**src/rtl/eth_cfg_ram_if.sv**
```systemverilog
// Packet types shared by the rx pipe and tx ring, plus the config-bank bus interface.
// Interface is a plain wire bundle: no latency, no backpressure (ring/pipe slots are never stalled).
package eth_pkg;
  typedef enum logic [1:0] {rx_none = 2'd0, rx_start, rx_data, rx_end} eth_rx_stype_t;
  typedef enum logic [2:0] {tx_none = 3'd0, tx_start, tx_start_empty, tx_data, slot_start, slot_data} eth_tx_stype_t;

  typedef struct packed {
    logic [7:0]  pid;
    logic [7:0]  ptype;
    logic [15:0] seqnum;
  } eth_header_t;

  typedef union packed {
    eth_header_t header;
    logic [31:0] data;
  } eth_msg_t;

  typedef struct packed {
    eth_rx_stype_t stype;
    eth_msg_t      msg;
  } eth_rx_pipe_data_type;

  typedef struct packed {
    eth_tx_stype_t stype;
    eth_msg_t      msg;
  } eth_tx_ring_data_type;

  localparam logic [7:0] MACPID         = 8'h05;
  localparam logic [7:0] rstPacketType  = 8'h21;
  localparam logic [7:0] ackPacketType  = 8'h22;
  localparam logic [7:0] nackPacketType = 8'h23;

  function automatic logic [15:0] ldsts_big_endian(input logic [15:0] v);
    return {v[7:0], v[15:8]};
  endfunction
endpackage

interface eth_cfg_ram_if #(parameter int CFG_WORDS = 2);
  import eth_pkg::*;

  logic [32*CFG_WORDS-1:0] cfg_data;
  logic                    cfg_valid;
  logic                    cfg_update;
  eth_rx_pipe_data_type    rx_pipe_in;
  eth_rx_pipe_data_type    rx_pipe_out;
  eth_tx_ring_data_type    tx_ring_in;
  eth_tx_ring_data_type    tx_ring_out;

  modport master (
    output rx_pipe_in, tx_ring_in,
    input  rx_pipe_out, tx_ring_out, cfg_data, cfg_valid, cfg_update
  );

  modport slave (
    input  rx_pipe_in, tx_ring_in,
    output rx_pipe_out, tx_ring_out, cfg_data, cfg_valid, cfg_update
  );
endinterface

```
**src/rtl/eth_cfg_ram.sv**
```systemverilog
// Config register bank written by rx packets, answered with ack/nack + bank read-back on the tx ring.
// Pipe and ring are registered with 1-cycle latency; no backpressure, reply waits for a free ring token.
module eth_cfg_ram
  import eth_pkg::*;
#(
  parameter int         CFG_WORDS = 2,
  parameter logic [7:0] PID       = MACPID
) (
  input logic         clk,
  input logic         reset,
  eth_cfg_ram_if.slave bus
);

  localparam int             CW   = $clog2(CFG_WORDS + 2);
  localparam int             BW   = 32 * CFG_WORDS;
  localparam logic [CW-1:0]  FULL = CW'(CFG_WORDS);
  localparam logic [CW-1:0]  SAT  = CW'(CFG_WORDS + 1);

  typedef enum logic [2:0] {IDLE, RECV, WAIT_TOKEN, WAIT_APPEND, SEND} state_t;

  state_t               state, state_nxt;
  logic [CW-1:0]        count, count_nxt;
  logic [CW-1:0]        send_idx, send_idx_nxt;
  logic [BW-1:0]        shadow, shadow_nxt;
  logic [BW-1:0]        bank, bank_nxt;
  logic [15:0]          seqnum, seqnum_nxt;
  logic [15:0]          last_seqnum, last_seqnum_nxt;
  logic [7:0]           reply_type, reply_type_nxt;
  logic                 valid, valid_nxt;
  logic                 update, update_nxt;
  logic                 accept;
  logic                 frame_ok;
  logic                 frame_dup;
  eth_header_t          reply_hdr;
  eth_rx_pipe_data_type rx_q;
  eth_tx_ring_data_type tx_q, tx_nxt;

  assign accept = (bus.rx_pipe_in.stype == rx_start) &&
                  (bus.rx_pipe_in.msg.header.pid == PID) &&
                  (bus.rx_pipe_in.msg.header.ptype == rstPacketType);

  assign reply_hdr = '{pid: PID, ptype: reply_type, seqnum: ldsts_big_endian(seqnum)};

  always_comb begin
    state_nxt       = state;
    count_nxt       = count;
    send_idx_nxt    = send_idx;
    shadow_nxt      = shadow;
    bank_nxt        = bank;
    seqnum_nxt      = seqnum;
    last_seqnum_nxt = last_seqnum;
    reply_type_nxt  = reply_type;
    valid_nxt       = valid;
    update_nxt      = 1'b0;
    frame_ok        = 1'b0;
    frame_dup       = 1'b0;
    tx_nxt          = bus.tx_ring_in;

    case (state)
      IDLE: begin
        if (accept) begin
          seqnum_nxt = bus.rx_pipe_in.msg.header.seqnum;
          count_nxt  = '0;
          shadow_nxt = '0;
          state_nxt  = RECV;
        end
      end

      RECV: begin
        case (bus.rx_pipe_in.stype)
          rx_start: begin
            // A new start abandons the partial frame; only a matching one restarts capture.
            if (accept) begin
              seqnum_nxt = bus.rx_pipe_in.msg.header.seqnum;
              count_nxt  = '0;
              shadow_nxt = '0;
            end else begin
              state_nxt = IDLE;
            end
          end
          rx_data: begin
            if (count < FULL) begin
              shadow_nxt[32*int'(count) +: 32] = bus.rx_pipe_in.msg.data;
            end
            if (count != SAT) begin
              count_nxt = count + 1'b1;
            end
          end
          rx_end: begin
            frame_ok  = (count == FULL) && !bus.rx_pipe_in.msg.data[0];
            frame_dup = frame_ok && valid && (seqnum == last_seqnum);
            if (frame_ok && !frame_dup) begin
              bank_nxt        = shadow;
              valid_nxt       = 1'b1;
              update_nxt      = 1'b1;
              last_seqnum_nxt = seqnum;
            end
            reply_type_nxt = frame_ok ? ackPacketType : nackPacketType;
            state_nxt      = WAIT_TOKEN;
          end
          default: ;
        endcase
      end

      WAIT_TOKEN: begin
        if (bus.tx_ring_in.stype == tx_start_empty) begin
          tx_nxt.stype      = tx_start;
          tx_nxt.msg.header = reply_hdr;
          send_idx_nxt      = '0;
          state_nxt         = SEND;
        end else if (bus.tx_ring_in.stype == tx_start) begin
          state_nxt = WAIT_APPEND;
        end
      end

      WAIT_APPEND: begin
        // Ring already carries a packet; append ours into the first free slot after it.
        if (bus.tx_ring_in.stype == tx_none) begin
          tx_nxt.stype      = slot_start;
          tx_nxt.msg.header = reply_hdr;
          send_idx_nxt      = '0;
          state_nxt         = SEND;
        end
      end

      SEND: begin
        tx_nxt.stype = slot_data;
        if (send_idx < FULL) begin
          tx_nxt.msg.data = bank[32*int'(send_idx) +: 32];
          send_idx_nxt    = send_idx + 1'b1;
        end else begin
          tx_nxt.msg.data = {ldsts_big_endian(seqnum), PID, reply_type};
          state_nxt       = IDLE;
        end
      end

      default: state_nxt = IDLE;
    endcase
  end

  always_ff @(posedge clk or posedge reset) begin
    if (reset) begin
      state       <= IDLE;
      count       <= '0;
      send_idx    <= '0;
      shadow      <= '0;
      bank        <= '0;
      seqnum      <= '0;
      last_seqnum <= '0;
      reply_type  <= '0;
      valid       <= 1'b0;
      update      <= 1'b0;
      rx_q.stype  <= rx_none;
      rx_q.msg    <= '0;
      tx_q.stype  <= tx_none;
      tx_q.msg    <= '0;
    end else begin
      state       <= state_nxt;
      count       <= count_nxt;
      send_idx    <= send_idx_nxt;
      shadow      <= shadow_nxt;
      bank        <= bank_nxt;
      seqnum      <= seqnum_nxt;
      last_seqnum <= last_seqnum_nxt;
      reply_type  <= reply_type_nxt;
      valid       <= valid_nxt;
      update      <= update_nxt;
      rx_q        <= bus.rx_pipe_in;
      tx_q        <= tx_nxt;
    end
  end

  assign bus.cfg_data    = bank;
  assign bus.cfg_valid   = valid;
  assign bus.cfg_update  = update;
  assign bus.rx_pipe_out = rx_q;
  assign bus.tx_ring_out = tx_q;

endmodule

```
**src/flat_wrapper.sv**
```systemverilog
// flat-port wrapper written by rule: the top's interface ports become plain ports
module eth_cfg_ram_flat import eth_pkg::*;
#(
  parameter int         CFG_WORDS = 2,
  parameter logic [7:0] PID       = MACPID
)
  (clk, reset, bus_rx_pipe_in, bus_tx_ring_in, bus_rx_pipe_out, bus_tx_ring_out, bus_cfg_data, bus_cfg_valid, bus_cfg_update);
  eth_cfg_ram_if #(.CFG_WORDS(CFG_WORDS)) bus_i ();
  input logic clk;
  input logic reset;
  input wire logic [$bits(bus_i.rx_pipe_in)-1:0] bus_rx_pipe_in;
  input wire logic [$bits(bus_i.tx_ring_in)-1:0] bus_tx_ring_in;
  output wire logic [$bits(bus_i.rx_pipe_out)-1:0] bus_rx_pipe_out;
  output wire logic [$bits(bus_i.tx_ring_out)-1:0] bus_tx_ring_out;
  output wire logic [$bits(bus_i.cfg_data)-1:0] bus_cfg_data;
  output wire logic [$bits(bus_i.cfg_valid)-1:0] bus_cfg_valid;
  output wire logic [$bits(bus_i.cfg_update)-1:0] bus_cfg_update;
  assign bus_i.rx_pipe_in = bus_rx_pipe_in;
  assign bus_i.tx_ring_in = bus_tx_ring_in;
  assign bus_rx_pipe_out = bus_i.rx_pipe_out;
  assign bus_tx_ring_out = bus_i.tx_ring_out;
  assign bus_cfg_data = bus_i.cfg_data;
  assign bus_cfg_valid = bus_i.cfg_valid;
  assign bus_cfg_update = bus_i.cfg_update;
  eth_cfg_ram #(.CFG_WORDS(CFG_WORDS), .PID(PID)) u_core (.clk(clk), .reset(reset), .bus(bus_i));
endmodule
```
**config.mk**
```make
export PLATFORM = sky130hd
export DESIGN_NAME = eth_cfg_ram_flat
export DESIGN_NICKNAME = d
export VERILOG_FILES = /design/src/rtl/eth_cfg_ram_if.sv /design/src/rtl/eth_cfg_ram.sv /design/src/flat_wrapper.sv
export SDC_FILE = /design/constraint.sdc
export NUM_CORES = 1
export LEC_CHECK = 0
export BUFFER_PORTS_ARGS = -buffer_cell sky130_fd_sc_hd__buf_2
export CAP_MARGIN = 20
export CORE_ASPECT_RATIO = 2
export CORE_MARGIN = 3
export CORE_UTILIZATION = 35
export CTS_BUF_LIST = sky130_fd_sc_hd__clkbuf_8
export DETAILED_ROUTE_END_ITERATION = 10
export GPL_TIMING_DRIVEN = 0
export PLACE_DENSITY_LB_ADDON = 0.3
export REMOVE_ABC_BUFFERS = 1
export SLEW_MARGIN = 15
export SYNTH_ARGS = -nofsm -noshare
export SYNTH_HDL_FRONTEND = slang
export SYNTH_SLANG_ARGS = --single-unit
```
**constraint.sdc**
```tcl
create_clock -name clk -period 7.1 [get_ports clk]
set_input_delay 0.71 -clock clk [delete_from_list [all_inputs] [get_ports clk]]
set_output_delay 0.71 -clock clk [all_outputs]
set_load 0.05 [all_outputs]
```
== Yosys cells after proc, flatten, opt, wreduce, memory -nomap -nowiden ==
Index checks and enable logic that the tools add are counted.

* Register bits after elaboration: 246
* Logic and storage cells: 99
* Input port bits: 71

* Mux-type cells: 32
* Reductions and logical operators: 19
* Eq/ne operators: 26
* $add $sub $neg: 3
* Shift operators: 3
* Magnitude comparators: 2

{| class="wikitable"
|+ Operators by type and width
! operator !! number
|-
| case mux 64 bit (2 select lines) || 2
|-
| two-way mux 64 bit || 2
|-
| case mux 35 bit (3 select lines) || 1
|-
| two-way mux 35 bit || 2
|-
| bitwise mux 64 bit || 1
|-
| variable shift 32 x 33 -> 64 bit, first input constant || 1
|-
| indexed part select 32 x 33 -> 64 bit || 1
|-
| indexed part select 64 x 8 -> 32 bit || 1
|-
| negation 7 -> 33 bit || 1
|-
| two-way mux 16 bit || 2
|-
| two-way mux 32 bit || 1
|-
| case mux 16 bit (2 select lines) || 1
|-
| two-way mux 3 bit || 6
|-
| == test 16 bit || 1
|-
| case mux 3 bit (5 select lines) || 1
|-
| two-way mux 2 bit || 5
|-
| inequality test 2 x 1 -> 1 bit, second input constant || 5
|-
| == test 3 x 2 -> 1 bit, second input constant || 3
|-
| inequality test 3 x 2 -> 1 bit, second input constant || 3
|-
| AND reduction 3 bit || 3
|-
| == test 8 x 3 -> 1 bit, second input constant || 1
|-
| == test 8 x 6 -> 1 bit, second input constant || 1
|-
| case mux 2 bit (2 select lines) || 2
|-
| == test 2 bit, second input constant || 3
|-
| other kinds (19) || 35
|}

== Longest topological paths before layout ==
* Depth after elaboration: 9
* Depth in mapped cells: 7
* Gate-level depth less buffers: 6

== Least setup slack after synthesis ==
Ideal clock, no wire load.

* Path kind: input -> register
* Start point: in bus_rx_pipe_in[20]
* End point: reg u_core.seqnum[0]
* Path buffers: 2
* Arrival: 2,111 ps
* Cell stages on the path: 7
* Setup time: 125 ps
* Slack: 4,865 ps
* Path through: nor4b_1 nand4b_1 nor2_1 and3_1 buf_2 buf_2 mux2_2

* Cells in the longest elaborated chain, start to end: 5

{| class="wikitable"
|+ RTL lines
! element !! line !! RTL
|-
| start: declaration || flat_wrapper.sv:11 || <nowiki>input wire logic [$bits(bus_i.rx_pipe_in)-1:0] bus_rx_pipe_in;</nowiki>
|-
| == test 8 x 6 -> 1 bit * || eth_cfg_ram.sv:40 || <nowiki>(bus.rx_pipe_in.msg.header.ptype == rstPacketType);</nowiki>
|-
| logical AND 1 bit * || eth_cfg_ram.sv:39 || <nowiki>(bus.rx_pipe_in.msg.header.pid == PID) &&</nowiki>
|-
| two-way mux 16 bit * || - ||
|-
| two-way mux 16 bit || - ||
|-
| case mux 16 bit (2 select lines) * || - ||
|-
| end signal: assignment || eth_cfg_ram.sv:163 || <nowiki>seqnum <= seqnum_nxt;</nowiki>
|-
| end: declaration || eth_cfg_ram.sv:26 || <nowiki>logic [15:0] seqnum, seqnum_nxt;</nowiki>
|}

Every way passes the cells marked *; elsewhere a longest branch is shown, timed or not. The select of a mux whose other input is x is not followed.
A chain may end at the register's enable or synchronous reset.

== Final worst setup path ==
* Start point: reg u_core.seqnum[11]
* End point: reg u_core.bank[53] (netlist: u_core.bus.cfg_data[53])

* Cells in the longest elaborated chain, start to end: 5

{| class="wikitable"
|+ RTL lines
! element !! line !! RTL
|-
| == test 16 bit || eth_cfg_ram.sv:91 || <nowiki>frame_dup = frame_ok && valid && (seqnum == last_seqnum);</nowiki>
|-
| logical AND 1 bit || eth_cfg_ram.sv:91 ||
|-
| logical NOT 1 bit || eth_cfg_ram.sv:92 || <nowiki>if (frame_ok && !frame_dup) begin</nowiki>
|-
| logical AND 1 bit || eth_cfg_ram.sv:92 ||
|-
| AND reduction 3 bit (no line) || - ||
|-
| end signal: assignment || eth_cfg_ram.sv:162 || <nowiki>bank <= bank_nxt;</nowiki>
|-
| end: declaration || eth_cfg_ram.sv:25 || <nowiki>logic [BW-1:0] bank, bank_nxt;</nowiki>
|}

No other way between the ends.

==> results by group <==
CTS
  – Clock transition at the registers of the reported paths: 0.07 ns
  – Clk root buf: clkbuf_8
  – Sink Count: 240
  – CTS Buf Count: 36
  – H-tree Lvls: 2
  – Buffer count from post-CTS setup fixing: 0
  – CTS resizes: 0
  – TritonCTS clock tree: yes
  – Clock tree buffer depth: 3
  – Clk Latency, worst-skew pair: 0.53 ns
  – Post-cts hold buffer count: 0

Worst setup path
  – Setup crit start kind: flop
  – CP Data Required Time: 7.51 ns
  – Crit. End Element: flop
  – Reg2reg path depth: 7
  – Data arrival time of the critical path: 3.27 ns
  – R2r setup slk: 4.24 ns
  – CP Class: reg2reg
  – RR Endpoint: u_core.bus.cfg_data[53]
  – CP max FO: 18
  – Reg2reg start: u_core.seqnum[11]

Floorplan
  – I/O Pins: 206
  – Die area: 0.0296 mm²
  – Height of the die: 240 µm
  – FP Rows: 85
  – DIE WIDTH: 123 µm
  – Area of the core: 0.0270 mm²
  – Initial Utilization: 0.355

Synthesis
  – Avg Cell Area, Syn: 14.1 µm²
  – YS warnings: 0
  – Post-synth EDFFs: 0
  – Most area-hungry cell type in the Yosys netlist: dfrtp_1
  – Netlist cell types: 49
  – Post-Synthesis Cells: 681
  – Top cells by area, synth: dfrtp_1 (63%), mux2_2 (8.0%), a22o_1 (5.9%)
  – Flop and latch count out of synthesis: 240
  – Post-synth top area share: 0.626
  – Proportion of synthesized chip area in sequential cells: 0.626
  – Async set-or-reset flop fraction in the synthesized netlist: 1.00
  – Post-synth top flop: dfrtp_1
  – Cell area after synthesis: 0.00960 mm²

Global route
  – Initial antenna violation count: 2
  – Largest net degree at the start of global routing: 106
  – First-pass GRT wire length: 41.0 mm
  – Grt ovf: 0
  – Vias in the first global route: 6908
  – GRT Util Overall: 0.183

Cells and area
  – Reg area: 0.00601 mm²
  – Commonest non-fill, non-tap cell in the layout: dfrtp_1
  – Final Instance Area: 0.0120 mm²
  – Filler cells: 2554
  – Share of layout cells above drive strength 1: 0.420
  – Area growth, synth to finish: 25.0%
  – Final nets: 980
  – Area of the multi-input gates: 0.00338 mm²
  – Commonest cells after routing, fill and taps aside: dfrtp_1 (238), buf_2 (205), mux2_2 (68)

Outcome
  – Status: finished, final reports clean

STA
  – RSZ-0062 raised after global routing: false
  – Worst Skew: 0.0132 ns
  – Pins Over Slew Limit: 0
  – Worst-margin pin slew: 1.01 ns
  – Fin. Hold Viols: 0
  – Slew HR: 0.323
  – Setup violations, final: 0
  – Crit path time final: 2.86 ns
  – F_max: 350 MHz
  – Hold slack: 0.192 ns
  – Part of the cycle the worst path needs: 0.403

Routing
  – Pre-antenna DRT Iters: 7
  – Number of nets with antenna violations after routing: 0
  – Via count: 6497
  – Routed len/inst: 21.1 µm
  – Detailed Route WL: 27.0 mm
  – First DRT Iteration DRCs: 348
  – Vias/cell: 5.08
  – Post-route DRC: 0

Worst hold path
  – HP Class: in2async

Place
  – Area of placed instances: 0.0112 mm²
  – Dpl hpwl: 19.6 mm
  – I/O Buffers: 205
  – Routability Congestion: 0.768

Pwr
  – Lkg Pwr: 6.29 nW
  – Max VDD drop: 0.181 mV
  – Total Power Consumption: 4.05 mW
  – Power Density: 338 mW/mm²

Run
  – Max_cap viols: 0
## critical path: stages (launching register included)
cell     delay, ns
dfrtp_1       0.47
xor2_1        0.20
nor4_1        0.34
nand3_1       0.19
o21ai_4       0.71
buf_16        0.26
buf_16        0.19
mux2_2        0.36
## per-stage QoR
stage | TNS (ns) | utilization | worst slack [ns] | std cells
5_1_grt | 0 | 0.444 | 4.11 | 1278
2_1_floorplan | -47.55 | - | -0.198 | 640
3_3_place_gp | -673.28 | 0.402 | -2.84 | 1193
3_5_place_dp | 0 | 0.415 | 3.80 | 1215
4_1_cts | 0 | 0.444 | 4.21 | 1277
6_report | 0 | 0.444 | 4.24 | 1278
## registers in the layout (all words and copies together), names as in the netlist
register and cells:
u_core.bus.cfg_valid 1, u_core.seqnum 16, u_core.bus.cfg_data 64, u_core.count 2
u_core.last_seqnum 16, u_core.shadow 64, u_core.bus.cfg_update 1, u_core.bus.rx_pipe_out 34
u_core.send_idx 2, u_core.reply_type 2, u_core.state 3, u_core.bus.tx_ring_out 35
## worst max path at each step
stage / from / endpoint / slack, ns / cells after the start
floorplan: reset / u_core.bus.cfg_data[0] / -0.20 / 1
global placement: reset / u_core.bus.rx_pipe_out[1] / -2.84 / 2
detailed placement: bus_rx_pipe_in[20] / u_core.shadow[48] / 3.80 / 9
CTS: u_core.seqnum[11] / u_core.bus.cfg_data[61] / 4.21 / 7
global route: u_core.state[0] / u_core.shadow[48] / 4.11 / 7
finish: u_core.seqnum[11] / u_core.bus.cfg_data[53] / 4.24 / 7
## routing by layer
metal	up-vias	global-route usage	routed length [µm]
met5	-	0	7
met1	3319	0.206	9800
met3	51	0.0311	1240
met2	189	0.342	15100
li1	2936	-	-
met4	2	0.0666	829
## synthesized netlist by cell type, types with 5 or more instances
master / n
nor2_1: 33
o21ai_0: 22
buf_2: 21
mux2_2: 68
nand2_1: 21
nor2b_1: 5
mux2i_1: 32
clkbuf_1: 15
a22o_1: 65
xor2_1: 15
a221o_1: 15
a21oi_1: 25
mux2_4: 29
inv_1: 12
dfrtp_1: 240
## power breakdown
| group | switching (mW) | total [mW] | internal (mW) | leakage [nW] |
|---|---|---|---|---|
| Clock | 0.539 | 1.24 | 0.706 | 0.438 |
| Combinational | 0.631 | 1.00 | 0.370 | 2.70 |
| Sequential | 0.207 | 1.81 | 1.60 | 3.15 |
| Total | 1.38 | 4.05 | 2.68 | 6.29 |
## area by class of cell
type	instances	share of cell area
Clock buffer	44	0.0505
Multi-Input combinational cell	388	0.281
Inverter	12	0.00438
Antenna cell	1	0.000208
Clock inverter	18	0.0150
Tap cell	348	0.0363
Sequential cell	240	0.501
Timing Repair Buffer	227	0.112
## kinds of logic after synthesis
family                   synth area share
flip-flops                          0.626
AO/OA/AOI/OAI                       0.116
multiplexers                        0.158
AND/OR/NAND/NOR                    0.0515
buffers and inverters              0.0266
XOR/XNOR                           0.0164
adder cells (fa/ha/maj)           0.00521
No activity file was read; power rests on OpenSTA's default activity.
